<file path="src/rtl/freq_meas_pkg.sv">
// Shared types and constants for the reciprocal frequency measurement path.
package freq_meas_pkg;

    localparam int CLK_HZ_DEF = 50_000_000;
    localparam int CNT_W_DEF  = 26;

    // CLK_HZ fits in 26 bits, so CLK_HZ*N needs CNT_W+26 bits to stay exact.
    localparam int PROD_W = CNT_W_DEF + 26;

    typedef enum logic [2:0] {
        IDLE,
        GATE,
        WAIT_FALL,
        SETTLE,
        DIV,
        DONE
    } state_t;

    function automatic int prod_width(input int cnt_w);
        return cnt_w + 26;
    endfunction

endpackage

</file>
<file path="src/rtl/freq_gate_ctrl_if.sv">
// Measurement request/result and counter gate signals of freq_gate_ctrl.
interface freq_gate_ctrl_if #(
    parameter int CNT_W = 26,
    parameter int Q_W   = 32
);
    logic             start;
    logic [31:0]      gate_len;
    logic             gate;
    logic             gate_out;
    logic [CNT_W-1:0] M;
    logic [CNT_W-1:0] N;
    logic             busy;
    logic [Q_W-1:0]   freq;
    logic             freq_valid;
    logic             err;

    // master is the controller; slave is the counter/requester side
    modport master (
        input  start, gate_len, gate_out, M, N,
        output gate, busy, freq, freq_valid, err
    );

    modport slave (
        output start, gate_len, gate_out, M, N,
        input  gate, busy, freq, freq_valid, err
    );
endinterface

</file>
<file path="src/rtl/freq_gate_ctrl_seq_divider.sv">
// Restoring unsigned divider, one quotient bit per clock, MSB first.
module seq_divider #(
    parameter int DIVIDEND_W = 52,
    parameter int DIVISOR_W  = 26
) (
    input  logic                  clk,
    input  logic                  rst_n,
    input  logic                  go,
    input  logic [DIVIDEND_W-1:0] dividend,
    input  logic [DIVISOR_W-1:0]  divisor,
    output logic [DIVIDEND_W-1:0] quotient,
    output logic                  done
);
    localparam int CNT_BITS = $clog2(DIVIDEND_W + 1);

    logic [DIVIDEND_W-1:0] r_quo;
    logic [DIVISOR_W-1:0]  r_rem;
    logic [DIVISOR_W-1:0]  r_div;
    logic [CNT_BITS-1:0]   r_cnt;
    logic                  r_done;
    logic [DIVISOR_W:0]    w_shift;
    logic [DIVISOR_W-1:0]  w_diff;
    logic                  w_fits;

    // Trial subtraction; remainder stays below divisor so DIVISOR_W bits hold it
    always_comb begin
        w_shift = {r_rem, r_quo[DIVIDEND_W-1]};
        w_fits  = (w_shift >= {1'b0, r_div});
        w_diff  = w_shift[DIVISOR_W-1:0] - r_div;
    end

    // Load operands on go, then shift the dividend out while quotient bits shift in
    always_ff @(posedge clk or negedge rst_n) begin
        if (!rst_n) begin
            r_quo  <= '0;
            r_rem  <= '0;
            r_div  <= '0;
            r_cnt  <= '0;
            r_done <= 1'b0;
        end else begin
            r_done <= 1'b0;
            if (go) begin
                r_quo <= dividend;
                r_rem <= '0;
                r_div <= divisor;
                r_cnt <= CNT_BITS'(DIVIDEND_W);
            end else if (r_cnt != '0) begin
                r_quo <= {r_quo[DIVIDEND_W-2:0], w_fits};
                r_rem <= w_fits ? w_diff : w_shift[DIVISOR_W-1:0];
                r_cnt <= r_cnt - CNT_BITS'(1);
                if (r_cnt == CNT_BITS'(1)) begin
                    r_done <= 1'b1;
                end
            end
        end
    end

    assign quotient = r_quo;
    assign done     = r_done;
endmodule

</file>
<file path="src/rtl/freq_gate_ctrl.sv">
// Gate-window controller and result divider for the reciprocal frequency counter.
module freq_gate_ctrl
    import freq_meas_pkg::*;
#(
    parameter int CLK_HZ  = CLK_HZ_DEF,
    parameter int CNT_W   = CNT_W_DEF,
    parameter int Q_W     = 32,
    parameter int TIMEOUT = 50_000_000
) (
    input  logic             clk,
    input  logic             rst_n,
    freq_gate_ctrl_if.master bus
);
    localparam int             PW    = prod_width(CNT_W);
    localparam int             TMO_W = $clog2(TIMEOUT + 1);
    localparam logic [PW-1:0]  CLK_K = PW'(CLK_HZ);

    state_t            r_state;
    state_t            w_next;
    logic              r_go_meta;
    logic              r_go_s;
    logic [31:0]       r_len_cnt;
    logic [TMO_W-1:0]  r_tmo;
    logic              r_seen_hi;
    logic [2:0]        r_set_cnt;
    logic              r_gate;
    logic [Q_W-1:0]    r_freq;
    logic              r_err;
    logic              r_fv;
    logic              w_tmo_exp;
    logic              w_div_go;
    logic              w_div_done;
    logic              w_fin;
    logic              w_fin_err;
    logic [PW-1:0]     w_dividend;
    logic [PW-1:0]     w_quot;

    // Results above the output range clamp to all ones instead of wrapping
    function automatic logic [Q_W-1:0] sat_q(input logic [PW-1:0] q);
        if (|q[PW-1:Q_W]) begin
            return '1;
        end
        return q[Q_W-1:0];
    endfunction

    assign w_dividend = CLK_K * {{(PW-CNT_W){1'b0}}, bus.N};

    seq_divider #(
        .DIVIDEND_W (PW),
        .DIVISOR_W  (CNT_W)
    ) u_div (
        .clk      (clk),
        .rst_n    (rst_n),
        .go       (w_div_go),
        .dividend (w_dividend),
        .divisor  (bus.M),
        .quotient (w_quot),
        .done     (w_div_done)
    );

    // State register
    always_ff @(posedge clk or negedge rst_n) begin
        if (!rst_n) begin
            r_state <= IDLE;
        end else begin
            r_state <= w_next;
        end
    end

    // Next-state decode plus the divider launch and result strobes
    always_comb begin
        w_next    = r_state;
        w_div_go  = 1'b0;
        w_fin     = 1'b0;
        w_fin_err = 1'b0;
        w_tmo_exp = (r_tmo == TMO_W'(TIMEOUT - 1));
        case (r_state)
            IDLE: begin
                if (bus.start) w_next = GATE;
            end
            GATE: begin
                if (r_len_cnt == 32'd1) begin
                    w_next = WAIT_FALL;
                end else if (w_tmo_exp && !r_seen_hi && !r_go_s) begin
                    // counter never answered the rising gate
                    w_next    = DONE;
                    w_fin     = 1'b1;
                    w_fin_err = 1'b1;
                end
            end
            WAIT_FALL: begin
                if (r_seen_hi && !r_go_s) begin
                    w_next = SETTLE;
                end else if (w_tmo_exp) begin
                    w_next    = DONE;
                    w_fin     = 1'b1;
                    w_fin_err = 1'b1;
                end
            end
            SETTLE: begin
                if (r_set_cnt == 3'd3) begin
                    if (bus.M == '0) begin
                        w_next    = DONE;
                        w_fin     = 1'b1;
                        w_fin_err = 1'b1;
                    end else begin
                        w_next   = DIV;
                        w_div_go = 1'b1;
                    end
                end
            end
            DIV: begin
                if (w_div_done) begin
                    w_next = DONE;
                    w_fin  = 1'b1;
                end
            end
            DONE:    w_next = IDLE;
            default: w_next = IDLE;
        endcase
    end

    // Synchroniser, gate/timeout/settle counters and registered outputs
    always_ff @(posedge clk or negedge rst_n) begin
        if (!rst_n) begin
            r_go_meta <= 1'b0;
            r_go_s    <= 1'b0;
            r_len_cnt <= '0;
            r_tmo     <= '0;
            r_seen_hi <= 1'b0;
            r_set_cnt <= '0;
            r_gate    <= 1'b0;
            r_freq    <= '0;
            r_err     <= 1'b0;
            r_fv      <= 1'b0;
        end else begin
            r_go_meta <= bus.gate_out;
            r_go_s    <= r_go_meta;

            if (r_state == IDLE && bus.start) begin
                r_len_cnt <= (bus.gate_len == 32'd0) ? 32'd1 : bus.gate_len;
            end else if (r_state == GATE) begin
                r_len_cnt <= r_len_cnt - 32'd1;
            end

            // restarting on every state change covers both the rise and fall windows
            if (w_next != r_state) begin
                r_tmo <= '0;
            end else if (r_state == GATE || r_state == WAIT_FALL) begin
                r_tmo <= r_tmo + TMO_W'(1);
            end

            if (r_state == IDLE) begin
                r_seen_hi <= 1'b0;
            end else if ((r_state == GATE || r_state == WAIT_FALL) && r_go_s) begin
                r_seen_hi <= 1'b1;
            end

            r_set_cnt <= (r_state == SETTLE) ? r_set_cnt + 3'd1 : 3'd0;
            r_gate    <= (w_next == GATE);
            r_fv      <= w_fin;
            if (w_fin) begin
                r_err  <= w_fin_err;
                r_freq <= w_fin_err ? '0 : sat_q(w_quot);
            end
        end
    end

    assign bus.gate       = r_gate;
    assign bus.busy       = (r_state != IDLE);
    assign bus.freq       = r_freq;
    assign bus.freq_valid = r_fv;
    assign bus.err        = r_err;
endmodule

</file>
<file path="src/flat_wrapper.sv">
// flat-port wrapper written by rule: the top's interface ports become plain ports
module freq_gate_ctrl_flat import freq_meas_pkg::*;
#(
    parameter int CLK_HZ  = CLK_HZ_DEF,
    parameter int CNT_W   = CNT_W_DEF,
    parameter int Q_W     = 32,
    parameter int TIMEOUT = 50_000_000
)
  (clk, rst_n, bus_start, bus_gate_len, bus_gate_out, bus_M, bus_N, bus_gate, bus_busy, bus_freq, bus_freq_valid, bus_err);
  freq_gate_ctrl_if #(.CNT_W(CNT_W), .Q_W(Q_W)) bus_i ();
  input  logic clk;
  input  logic rst_n;
  input wire logic [$bits(bus_i.start)-1:0] bus_start;
  input wire logic [$bits(bus_i.gate_len)-1:0] bus_gate_len;
  input wire logic [$bits(bus_i.gate_out)-1:0] bus_gate_out;
  input wire logic [$bits(bus_i.M)-1:0] bus_M;
  input wire logic [$bits(bus_i.N)-1:0] bus_N;
  output wire logic [$bits(bus_i.gate)-1:0] bus_gate;
  output wire logic [$bits(bus_i.busy)-1:0] bus_busy;
  output wire logic [$bits(bus_i.freq)-1:0] bus_freq;
  output wire logic [$bits(bus_i.freq_valid)-1:0] bus_freq_valid;
  output wire logic [$bits(bus_i.err)-1:0] bus_err;
  assign bus_i.start = bus_start;
  assign bus_i.gate_len = bus_gate_len;
  assign bus_i.gate_out = bus_gate_out;
  assign bus_i.M = bus_M;
  assign bus_i.N = bus_N;
  assign bus_gate = bus_i.gate;
  assign bus_busy = bus_i.busy;
  assign bus_freq = bus_i.freq;
  assign bus_freq_valid = bus_i.freq_valid;
  assign bus_err = bus_i.err;
  freq_gate_ctrl #(.CLK_HZ(CLK_HZ), .CNT_W(CNT_W), .Q_W(Q_W), .TIMEOUT(TIMEOUT)) u_core (.clk(clk), .rst_n(rst_n), .bus(bus_i));
endmodule
</file>
<file path="config.mk">
export PLATFORM = sky130hd
export DESIGN_NAME = freq_gate_ctrl_flat
export DESIGN_NICKNAME = d
export VERILOG_FILES = /design/src/rtl/freq_meas_pkg.sv /design/src/rtl/freq_gate_ctrl_if.sv /design/src/rtl/freq_gate_ctrl_seq_divider.sv /design/src/rtl/freq_gate_ctrl.sv /design/src/flat_wrapper.sv
export SDC_FILE = /design/constraint.sdc
export NUM_CORES = 1
export LEC_CHECK = 0
export ABC_AREA = 0
export CORE_MARGIN = 4
export CORE_UTILIZATION = 53
export CTS_CLUSTER_DIAMETER = 50
export DETAILED_ROUTE_END_ITERATION = 10
export PLACE_DENSITY = 0.72
export SYNTH_ARGS = -nofsm -noshare
export SYNTH_HDL_FRONTEND = slang
export SYNTH_SLANG_ARGS = --single-unit
</file>
<file path="constraint.sdc">
create_clock -name clk -period 2.9 [get_ports clk]
set_input_delay 0.58 -clock clk [delete_from_list [all_inputs] [get_ports clk]]
set_output_delay 0.58 -clock clk [all_outputs]
set_load 0.02 [all_outputs]
</file>
==> results by group <==
Global routing
  – GRT met2 Usage: 45.8%
  – Vias in the first global route: 19739
  – Overflow left after global routing: 0
  – GR peak layer: met2
  – Largest net degree at the start of global routing: 70
  – Initial antenna violation count: 1
  – Met3 usage: 4.97%
  – GR Util met1: 37.3%
  – First-pass GRT wire length: 98.7 mm
  – All-Layer GR Usage: 27.3%

Synthesis
  – Xor/xnor share of the synthesized area: 3.10%
  – Number of enable flip-flop cells after synthesis: 0
  – Mapped Area: 0.0212 mm2
  – Syn Nets: 2893
  – Seq/Total Area, Yosys: 25.1%
  – Count leader, synth: inv_1
  – Count of unique library cells instantiated by Yosys: 65
  – Async SR Flop Fraction: 100%
  – Synth area leaders: dfrtp_1 25%, fa_1 21%, ha_1 13%
  – Area share of the largest cell type after synthesis: 25.1%
  – Synth cell count leaders: 411 x inv_1, 250 x nand2_1, 222 x fa_1
  – Area leader, netlist: dfrtp_1
  – Number of synthesized register bits: 213
  – Post-Synth Simple-Gate Area: 14.4%
  – Mux contribution to synthesized area: 0.331%
  – Prevailing post-synth register cell: dfrtp_1
  – Largest family of logic cells by synthesized area: adder cells
  – Mapped Cells: 2365
  – Synth Area in Adders: 33.8%
  – Compound-Gate Fraction of Synth Area: 14.2%
  – Synth warn: 0
  – Post-synthesis area per instance: 8.96 um2

CTS
  – CTS Hold Bufs: 0
  – Worst-Skew Late Latency: 0.53 ns
  – Root buffer cell: clkbuf_16
  – CTS tree: built
  – Clk buf depth: 3
  – Clock sinks: 213
  – H-tree depth: 1
  – Total CTS buffers: 22
  – Clk slew on worst S/H paths: 0.07 ns

Timing
  – Setup-failing EPs final: 70
  – Final hold vios: 0
  – Slew Limit Fails: 0
  – Unrepaired setup endpoints after global routing: yes
  – Fin crit share: 198%
  – Slew Limit Headroom: 10.8%
  – Setup TNS Final: -81.89 ns
  – Final hold slack: 0.000147 ns
  – Clock Skews: 0.0228 ns
  – Worst slew pin tran: 1.34 ns
  – F_max: 174 MHz
  – Worst Slack Setup Final: -2.84 ns
  – Tmin final: 5.74 ns

Floorplanning
  – Die ar.: 0.0433 mm2
  – IO Pins: 124
  – Row cnt: 72
  – CORE AREA: 0.0391 mm2
  – Chip width: 208 um
  – Initial Util: 54.2%
  – Die height: 208 um

Critical path
  – Critical-path cell list: buf_6 > clkinvlp_4 > buf_4 > fa_1 > inv_1 > fa_1 > fa_1 > fa_2 > fa_1 > inv_1 > fa_1 > inv_1 > ha_2 > a21o_1 > a21oi_4 > o211ai_1 > a31oi_1 > o31ai_2 > o311a_1 > or4_1 > and3_1
  – Required time of the worst setup path: 3.31 ns
  – RR Startpoint: u_core.r_len_cnt[11]
  – CP dominant cell by count: fa_1
  – Reg2Reg Depth: 9
  – Slowest cell on crit path: fa_1
  – Worst setup EP type: flop
  – Reg2Reg Capture Point: u_core.r_tmo[18]
  – R2r setup slk: -0.14 ns
  – Critical-path maximum fanout: 3
  – Crit-path max cell delay: 0.56 ns
  – Setup crit start kind: primary input
  – Critical Setup Path Class: primary input to flop
  – Crit path arrival time: 6.15 ns

Finish
  – Fin nets: 3367
  – Finished Layout Cells: 3373
  – Fillers: 2562
  – Sequential standard cell area: 0.00533 mm2
  – Layout area overhead: 37.8%
  – Fraction of layout instances using a drive strength above 1: 28.1%
  – Diodes inserted: 0
  – Multi-input gate area: 0.0161 mm2

Placement
  – Dpl hpwl: 45.0 mm
  – Port Buffers: 123
  – Placed cells: 3261
  – Routability cong.: 0.910

Routing
  – Routed Antenna Nets: 0
  – Via density: 5.76
  – Avg WL per Cell: 19.1 um
  – DRC Markers: 0
  – DR iter-0 viols: 1530
  – DR pass1 iterations: 6
  – Final wirelength: 64.3 mm
  – Vias: 19436

Status
  – Failing checks: setup timing
  – Outcome: finished with violations

Flow run
  – Max Cap Viol: 0

Worst hold path
  – Hold crit path type: primary input to asynchronous set/reset pin
routing by layer:
layer / wire length, um / part of all wire (%)
met2: 31900 / 50
met4: 1940 / 3.0
met1: 26400 / 41
met3: 4030 / 6.3
met5: 0 / 0
worst max path at each step:
stage / start / endpoint / cells after the start
global route: bus_N[13] / u_core.u_div.quotient[51] / 21
global placement: bus_N[13] / u_core.u_div.quotient[51] / 20
finish: bus_N[13] / u_core.u_div.quotient[51] / 21
floorplan: bus_N[13] / u_core.u_div.quotient[51] / 20
detailed placement: bus_N[13] / u_core.u_div.quotient[51] / 20
CTS: bus_N[5] / u_core.u_div.quotient[50] / 23
registers in the layout (all words and copies together) (netlist names):
signal                 count
u_core.bus.err             1
u_core.bus.freq           32
u_core.bus.freq_valid      1
u_core.bus.gate            1
u_core.r_go_meta           1
u_core.r_go_s              1
u_core.r_len_cnt          32
u_core.r_seen_hi           1
u_core.r_set_cnt           3
u_core.r_state             3
u_core.r_tmo              26
u_core.u_div.done          1
u_core.u_div.quotient     52
u_core.u_div.r_cnt         6
u_core.u_div.r_div        26
u_core.u_div.r_rem        26
worst max-delay path, delay by kind of cell:
| kind | cells | cell delay [ns] |
|---|---|---|
| AO/OA/AOI/OAI | 6 | 1.21 |
| adder cells (fa/ha/maj) | 7 | 3.20 |
| buffers and inverters | 6 | 0.55 |
| AND/OR/NAND/NOR | 2 | 0.61 |
logic make-up after synthesis:
| kind of cell | Yosys count |
|---|---|
| simple gates | 666 |
| buf+inv | 494 |
| compound gates | 470 |
| fa+ha+maj | 440 |
| flops | 213 |
| xor+xnor | 75 |
| mux | 7 |
cell usage in the layout (no fill, tap or decap), types with 21 or more instances in the layout:
master,netlist,final
xor2_1,34,30
a21oi_2,0,21
nand2_1,250,239
clkdlybuf4s50_1,0,97
inv_1,411,346
ha_4,0,65
a31oi_1,47,43
o21ai_0,96,74
ha_1,218,148
inv_2,0,59
nand4_1,25,25
buf_6,2,74
nor2_1,180,149
xnor2_1,41,32
nand3_1,56,52
o22ai_1,33,33
nor4_1,37,32
clkbuf_16,0,24
buf_4,0,318
fa_2,0,21
a21o_1,34,33
nor2_4,0,23
a21oi_1,118,85
dfrtp_1,213,213
fa_1,222,201
area by class of cell:
| class | instances | share of cell area (%) |
|---|---|---|
| tap | 518 | 2.22 |
| clock buffer | 25 | 1.96 |
| sequential | 213 | 18.2 |
| timing repair buffer | 532 | 16.5 |
| clock inverter | 15 | 0.690 |
| inverter | 411 | 5.36 |
| multi-input combinational | 1659 | 55.0 |
what timing repair did:
action,CTS,global route
setup endpoints to repair,99,106
gates cloned,1,3
setup buffers,48,26
pin swaps,168,168
resized for setup,288,213
per-stage QoR:
step	cell area, um2	util, %	setup slack (ns)
5_1_grt	29200	74.7	-3.00
3_5_place_dp	26000	66.6	-3.84
6_report	29200	74.7	-2.84
2_1_floorplan	21900	-	-3.01
3_3_place_gp	26000	66.6	-3.79
4_1_cts	28100	71.9	-2.75
Power is left out: the tool's default activity adds up to more than one toggle a clock period on the data nets, which glitch-free logic cannot reach.
